<file path="config.mk">
export PLATFORM = sky130hd
export DESIGN_NAME = burst_cmd_arbiter
export DESIGN_NICKNAME = d
export VERILOG_FILES = /design/src/rtl/axi_mem_pkg.sv /design/src/rtl/rr_arbiter2.sv /design/src/rtl/burst_cmd_arbiter.sv
export SDC_FILE = /design/constraint.sdc
export NUM_CORES = 1
export LEC_CHECK = 0
export CORE_MARGIN = 4
export CORE_UTILIZATION = 35
export DETAILED_ROUTE_END_ITERATION = 12
export PLACE_DENSITY = 0.82
export SKIP_LAST_GASP = 1
export SLEW_MARGIN = 20
export SYNTH_ARGS = -nofsm -noshare
export SYNTH_HDL_FRONTEND = slang
export SYNTH_SLANG_ARGS = --single-unit
</file>
<file path="constraint.sdc">
create_clock -name clk -period 2.4 [get_ports clk]
set_input_delay 0.48 -clock clk [delete_from_list [all_inputs] [get_ports clk]]
set_output_delay 0.48 -clock clk [all_outputs]
set_load 0.005 [all_outputs]
</file>
<file path="src/rtl/axi_mem_pkg.sv">
// Shared definitions for the AXI memory burst command path: FSM states,
// fixed burst attributes and the transaction IDs used by writer and reader.
package axi_mem_pkg;

  typedef enum logic [1:0] {
    IDLE  = 2'd0,
    ISSUE = 2'd1,
    WAIT  = 2'd2,
    DONE  = 2'd3
  } state_e;

  localparam logic [2:0] AXI_SIZE_4B    = 3'b010;
  localparam logic [1:0] AXI_BURST_INCR = 2'b01;

  localparam int WR_ID = 0;
  localparam int RD_ID = 1;

endpackage

</file>
<file path="src/rtl/rr_arbiter2.sv">
// Two-way round-robin pick: a lone requester always wins, and on a tie the
// client that did not win the previous grant is chosen.
module rr_arbiter2 (
  input  logic [1:0] req,
  input  logic       last_rd,
  output logic       grant_valid,
  output logic       pick_rd
);

  // req[0] is the writer, req[1] the reader; pick_rd is only meaningful with grant_valid
  always_comb begin
    grant_valid = |req;
    pick_rd     = 1'b0;
    if (req == 2'b11) begin
      pick_rd = ~last_rd;
    end else if (req[1]) begin
      pick_rd = 1'b1;
    end
  end

endmodule

</file>
<file path="src/rtl/burst_cmd_arbiter.sv">
// Shares one AXI burst master command port between a frame writer and a frame
// reader, keeping exactly one burst outstanding and guarding it with a watchdog.
module burst_cmd_arbiter
  import axi_mem_pkg::*;
#(
  parameter int ADDR_WIDTH     = 32,
  parameter int ID_WIDTH       = 4,
  parameter int TIMEOUT_CYCLES = 4096
) (
  input  logic                  clk,
  input  logic                  rst,
  input  logic                  wr_req,
  input  logic [ADDR_WIDTH-1:0] wr_addr,
  input  logic [31:0]           wr_len,
  output logic                  wr_done,
  input  logic                  rd_req,
  input  logic [ADDR_WIDTH-1:0] rd_addr,
  input  logic [31:0]           rd_len,
  output logic                  rd_done,
  output logic                  start_write,
  output logic                  start_read,
  output logic [ID_WIDTH-1:0]   write_id,
  output logic [ID_WIDTH-1:0]   read_id,
  output logic [ADDR_WIDTH-1:0] cmd_addr,
  output logic [31:0]           cmd_len,
  output logic [2:0]            cmd_size,
  output logic [1:0]            cmd_burst,
  input  logic                  bvalid_bready,
  input  logic                  rlast_hs,
  output logic                  grant_wr,
  output logic                  timeout_err
);

  localparam int CNT_W = $clog2(TIMEOUT_CYCLES);
  localparam logic [CNT_W-1:0] WDOG_LAST = CNT_W'(TIMEOUT_CYCLES - 1);

  state_e           state;
  state_e           state_next;
  logic             last_rd;
  logic             grant_valid;
  logic             pick_rd;
  logic [CNT_W-1:0] wdog_cnt;
  logic             complete;
  logic             expire;
  logic             unused_len_bits;

  rr_arbiter2 u_rr (
    .req         ({rd_req, wr_req}),
    .last_rd     (last_rd),
    .grant_valid (grant_valid),
    .pick_rd     (pick_rd)
  );

  // Only the granted client's completion counts; the other one is ignored
  assign complete = grant_wr ? bvalid_bready : rlast_hs;
  assign expire   = (wdog_cnt == WDOG_LAST);

  always_ff @(posedge clk or posedge rst) begin
    if (rst) begin
      state <= IDLE;
    end else begin
      state <= state_next;
    end
  end

  always_comb begin
    state_next = state;
    case (state)
      IDLE:    if (grant_valid) state_next = ISSUE;
      ISSUE:   state_next = WAIT;
      WAIT:    if (complete || expire) state_next = DONE;
      DONE:    state_next = IDLE;
      default: state_next = IDLE;
    endcase
  end

  // The watchdog clears on grant and counts through ISSUE and WAIT, so done and
  // timeout_err arrive TIMEOUT_CYCLES cycles after the start pulse on expiry.
  always_ff @(posedge clk or posedge rst) begin
    if (rst) begin
      grant_wr    <= 1'b0;
      last_rd     <= 1'b1;
      cmd_addr    <= '0;
      cmd_len     <= '0;
      wdog_cnt    <= '0;
      timeout_err <= 1'b0;
    end else begin
      case (state)
        IDLE: begin
          if (grant_valid) begin
            grant_wr <= ~pick_rd;
            cmd_addr <= pick_rd ? rd_addr : wr_addr;
            cmd_len  <= {24'h0, pick_rd ? rd_len[7:0] : wr_len[7:0]};
            wdog_cnt <= '0;
          end
        end
        ISSUE: begin
          wdog_cnt <= wdog_cnt + 1'b1;
        end
        WAIT: begin
          wdog_cnt <= wdog_cnt + 1'b1;
          if (!complete && expire) begin
            timeout_err <= 1'b1;
          end
        end
        DONE: begin
          last_rd  <= ~grant_wr;
          grant_wr <= 1'b0;
        end
        default: begin
          grant_wr <= 1'b0;
        end
      endcase
    end
  end

  assign start_write = (state == ISSUE) &&  grant_wr;
  assign start_read  = (state == ISSUE) && !grant_wr;
  assign wr_done     = (state == DONE)  &&  grant_wr;
  assign rd_done     = (state == DONE)  && !grant_wr;

  assign write_id  = ID_WIDTH'(WR_ID);
  assign read_id   = ID_WIDTH'(RD_ID);
  assign cmd_size  = AXI_SIZE_4B;
  assign cmd_burst = AXI_BURST_INCR;

  assign unused_len_bits = ^{wr_len[31:8], rd_len[31:8]};

endmodule
</file>
Word level (Yosys, flattened, before mapping)
Index checks and enable logic that the tools add are counted.
{"block": "totals", "ff_bits": 57, "word_cells": 48, "input_bits": 134}
{"block": "classes", "bitwise_logic": 3, "n_eq_ne": 7, "mux": 12, "add_sub_neg": 1, "n_reduce_logical": 18}
{"operator": "2-to-1 mux 32 bit", "n": 1}
{"operator": "one-hot mux 12 bit (2 select lines)", "n": 1}
{"operator": "adder 12 x 1 -> 12 bit, second input constant", "n": 1}
{"operator": "equality test 12 bit, second input constant", "n": 1}
{"operator": "2-to-1 mux 12 bit", "n": 1}
{"operator": "AND reduction 2 bit", "n": 5}
{"operator": "2-to-1 mux 8 bit", "n": 1}
{"operator": "one-hot mux 2 bit (4 select lines)", "n": 1}
{"operator": "equality test 2 bit, second input constant", "n": 3}
{"operator": "logical AND 1 bit", "n": 5}
{"operator": "2-to-1 mux 1 bit", "n": 4}
{"operator": "2-to-1 mux 2 bit", "n": 2}
{"operator": "!= test 2 bit, second input constant", "n": 2}
{"operator": "nonzero test 2 bit", "n": 2}
{"operator": "OR reduction 2 bit", "n": 2}
{"operator": "NOT 1 bit", "n": 3}
{"operator": "equality test 2 x 1 -> 1 bit, second input constant", "n": 1}
{"operator": "logical NOT 1 bit", "n": 2}
{"operator": "logical NOT 2 bit", "n": 1}
{"operator": "one-hot mux 1 bit (2 select lines)", "n": 1}
{"operator": "logical OR 1 bit", "n": 1}

Depth between registers and ports, before layout
{"block": "logic_depth", "depth_word": 5, "depth_mapped": 8, "ltp_nobuf": 6}

Hierarchy
From an unflattened synthesis, not the netlist that was laid out.
{"block": "hier_totals", "hier_cells": 309, "area_unflattened_um2": 3050.4}
{"mod": "burst_cmd_arbiter", "instances": 1, "cells_each": 307, "seq_area_each_um2": 1427.6, "area_each_um2": 3036.7}
{"mod": "rr_arbiter2", "instances": 1, "cells_each": 2, "seq_area_each_um2": 0.0, "area_each_um2": 13.8}

Least setup slack after synthesis
Ideal clock, no wire load.
{"block": "synth_timing", "path_type": "register to register", "startpoint": "reg state[0]", "endpoint": "reg wdog_cnt[9]", "t_arrival_ns": 1.847, "setup_ns": 0.079, "slack_ns": 0.474, "synth_period_minus_slack_ns": 1.926, "required_ns": 2.321, "stages_incl_launch_ff": 8, "path_buffers": 1, "cell_sequence": "dfrtp_1 > inv_1 > ha_1 > clkbuf_1 > o211ai_1 > or3_4 > or3_1 > a21oi_1"}
{"block": "synth_via", "elab_chain_cells": 4, "elab_cells_between_ends": 8, "classes_between": "eq/ne (3); mux (1); reduce/logical (4)"}
{"element": "from (decl)", "line": "burst_cmd_arbiter.sv:37", "rtl": "state_e state;"}
{"element": "from (signal assigned)", "line": "burst_cmd_arbiter.sv:62", "rtl": "state <= state_next;"}
{"element": "equality test 2 x 1 -> 1 bit or equality test 2 bit (tied branches)", "line": "burst_cmd_arbiter.sv:88", "rtl": "case (state)"}
{"element": "OR reduction 2 bit (no source line)"}
{"element": "nonzero test 2 bit (no source line)"}
{"element": "AND reduction 2 bit (no source line)"}
{"element": "to (signal assigned)", "line": "burst_cmd_arbiter.sv:98", "rtl": "wdog_cnt <= wdog_cnt + 1'b1;"}
{"element": "to (signal assigned)", "line": "burst_cmd_arbiter.sv:101", "rtl": "wdog_cnt <= wdog_cnt + 1'b1;"}
{"element": "to (decl)", "line": "burst_cmd_arbiter.sv:42", "rtl": "logic [CNT_W-1:0] wdog_cnt;"}
Parallel ways exist; a longest one is shown, timed or not.
A chain may end at the register's enable or synchronous reset.

Worst setup path in the final report
{"block": "layout_timing", "startpoint": "reg state[1]", "endpoint": "out wr_done"}
{"block": "layout_via", "elab_chain_cells": 2}
{"element": "equality test 2 bit", "line": "burst_cmd_arbiter.sv:119", "rtl": "assign wr_done = (state == DONE) && grant_wr;"}
{"element": "logical AND 1 bit", "line": "burst_cmd_arbiter.sv:119"}
{"element": "to (decl)", "line": "burst_cmd_arbiter.sv:15", "rtl": "output logic wr_done,"}
Every way passes these cells.

==> results.sh <==
export IMPL_status="finished, final reports clean"
export IMPL_cts_buffers=9
export IMPL_first_pass_iters=4
export IMPL_synth_edf_count=0
export IMPL_clockBufferDepth=2
export IMPL_drt_drc_violations_left=0
export IMPL_portBuffers=131
export IMPL_core_sq_um=8341
export IMPL_htreeDepth=3
export IMPL_max_slew_margin=0.5937
export IMPL_final_common_cell="clkdlybuf4s50_1"
export IMPL_worst_slew_pin_slew_ns=0.6085
export IMPL_grt_max_degree=49
export IMPL_endpoint="wr_done"
export IMPL_yosysSeqAreaShare=0.4672
export IMPL_min_period_ns=2.106
export IMPL_clk_latency_ns=0.32
export IMPL_drv_cap=0
export IMPL_io_pins=217
export IMPL_antenna_found_initial=0
export IMPL_post_cts_resized=0
export IMPL_synthArstFlopShare=1.000
export IMPL_finalSetupViolCount=0
export IMPL_dp_hpwl_microns=5983
export IMPL_clock_skew_ns=0.007630
export IMPL_fin_util=0.5530
export IMPL_postCtsSetupBuffers=0
export IMPL_timing_fmax_ghz=0.4749
export IMPL_areaGrowthSynthToFinish_pct=50.94
export IMPL_setup_worst_path_start="state[1]"
export IMPL_synth_warnings=0
export IMPL_final_cell_mix="131 x clkdlybuf4s50_1, 56 x dfrtp_1, 48 x o21ai_0"
export IMPL_rsz0062_at_grt="no"
export IMPL_cts_tree="yes"
export IMPL_crit_arrival_ns=1.63
export IMPL_finalPower_w=0.004583
export IMPL_clkSinkCount=57
export IMPL_postCtsHoldBufs=0
export IMPL_avgSynthCellArea_sq_um=9.793
export IMPL_fin_tns_setup_ns=0
export IMPL_drv_slew=0
export IMPL_grt_overflow_total=0
export IMPL_grt_pass1_wl_microns=11870
export IMPL_start_kind="register"
export IMPL_wirelength_microns=7436
export IMPL_die_w_microns=101.4
export IMPL_die_y_microns=101.4
export IMPL_drive_above_1_share=0.07301
export IMPL_hold_path_class="reg -> reg"
export IMPL_grt_pass1_vias=2550
export IMPL_gp_routability_congestion=0.7807
export IMPL_synth_seq_cells=57
export IMPL_dieArea_sq_um=10290
export IMPL_synthCells=312
export IMPL_groute_usage_overall=0.1435
export IMPL_netlist_area_sq_um=3055
export IMPL_yosysUniqueCellTypes=36
export IMPL_end_kind="output pin"
export IMPL_final_nets=587
export IMPL_cp_required_ns=1.92
export IMPL_vias_per_cell=4.616
export IMPL_fp_row_count=33
export IMPL_worst_r2r_path_depth=6
export IMPL_start_util=0.3663
export IMPL_crit_type="reg -> out"
export IMPL_n_fill_cell=738
export IMPL_drt_iter0_drc=50
export IMPL_r2r_start="state[0]"
export IMPL_rrSetupSlack_ns=0.38
export IMPL_clock_root_buffer="clkbuf_8"
export IMPL_fin_crit_sh=0.8774
export IMPL_path_clk_slew_ns=0.06
export IMPL_antennaDiodeCount=0
export IMPL_synthFlopType="dfrtp_1"
export IMPL_ant_nets=0
export IMPL_wire_per_inst_microns=13.35
export IMPL_p_leak_nw=2.015
export IMPL_hold_violations=0
export IMPL_powerDensity_nw_per_um2=993.8
export IMPL_vias=2571
export IMPL_ir_drop_uv=451.1
export IMPL_cp_max_fo=5
export IMPL_crit_reg2reg_capture="wdog_cnt[11]"
-- cells by family (layout without fill, tap and decap cells) --
kind of cell	after synthesis	after routing	share of synthesized area
flops	57	57	0.4672
buf+inv	56	161	0.1208
mux	43	43	0.1417
compound gates	59	59	0.1036
simple gates	84	84	0.1265
xor+xnor	6	6	0.01720
other cells	2	37	0.002458
fa+ha+maj	5	5	0.02048
-- critical path: stages (launching register included) --
cell and delay, ns:
dfrtp_1 0.39, ha_1 0.24, and2_1 0.17, clkdlybuf4s50_1 0.50
-- metrics by stage --
step | setup WS (ns) | cell area (sq um) | instances | hold WS (ns)
5_1_grt | 0.1900 | 4612 | 557 | 0.4979
4_1_cts | 0.2742 | 4612 | 557 | 0.4829
3_3_place_gp | 0.2314 | 4418 | 542 | 0.4607
3_5_place_dp | 0.1980 | 4418 | 542 | 0.4690
2_1_floorplan | 0.4741 | 3187 | 347 | 0.4678
6_report | 0.2943 | 4612 | 557 | 0.4758
-- state kept, by name, indices dropped and copies added (netlist names) --
name	flops
last_rd	1
cmd_addr	32
wdog_cnt	12
timeout_err	1
state	2
grant_wr	1
cmd_len	8
-- where the power goes --
part	leakage (nW)	switching, W	total, W	internal [W]
Sequential	0.717	0.000267	0.00166	0.00140
Combinational	1.20	0.000888	0.00204	0.00115
Clock	0.0981	0.000379	0.000879	0.000500
-- Yosys cell counts, drive strengths merged, types with 2 or more instances --
cell    instances  area [sq um]
nor2           13         48.80
mux2i          41         410.4
a21oi           3         15.01
clkbuf          9         33.78
buf            43         320.3
or3             5         36.28
nand4           2         12.51
nor4            3         18.77
dfrtp          56          1401
and2            2         12.51
nor3b           2         15.01
nand2          46         172.7
ha              5         62.56
and3            2         12.51
o21ai          49         245.2
inv             4         15.01
conb            2         7.510
nor2b           2         12.51
mux2            2         22.52
nand3           4         20.02
xnor2           6         52.55
-- cell type report --
type / count / area [sq um] / share of cell area
tap: 105 / 131.4 / 0.02849
multi-input combinational: 234 / 1413 / 0.3063
clock buffer: 10 / 137.6 / 0.02984
clock inverter: 5 / 56.30 / 0.01221
sequential: 57 / 1428 / 0.3096
inverter: 4 / 15.01 / 0.003256
timing repair buffer: 142 / 1431 / 0.3104
-- metal layers --
layer,track usage,vias to the layer above,routed length (microns)
met2,0.2495,115,3857
met1,0.1659,1181,2792
met3,0.04477,15,669
met5,0,-,0
met4,0.05215,0,116
li1,-,1260,-
-- worst min-delay path by stage --
stage | start | end | slack [ns] | depth (start not counted)
6_report | cmd_addr[11] | cmd_addr[11] | 0.48 | 2
5_1_grt | cmd_addr[15] | cmd_addr[15] | 0.50 | 2
4_1_cts | cmd_addr[11] | cmd_addr[11] | 0.48 | 2
3_5_place_dp | cmd_addr[11] | cmd_addr[11] | 0.47 | 2
3_3_place_gp | cmd_addr[11] | cmd_addr[11] | 0.46 | 2
2_1_floorplan | timeout_err | timeout_err | 0.47 | 1
(Power assumes the default switching activity.)
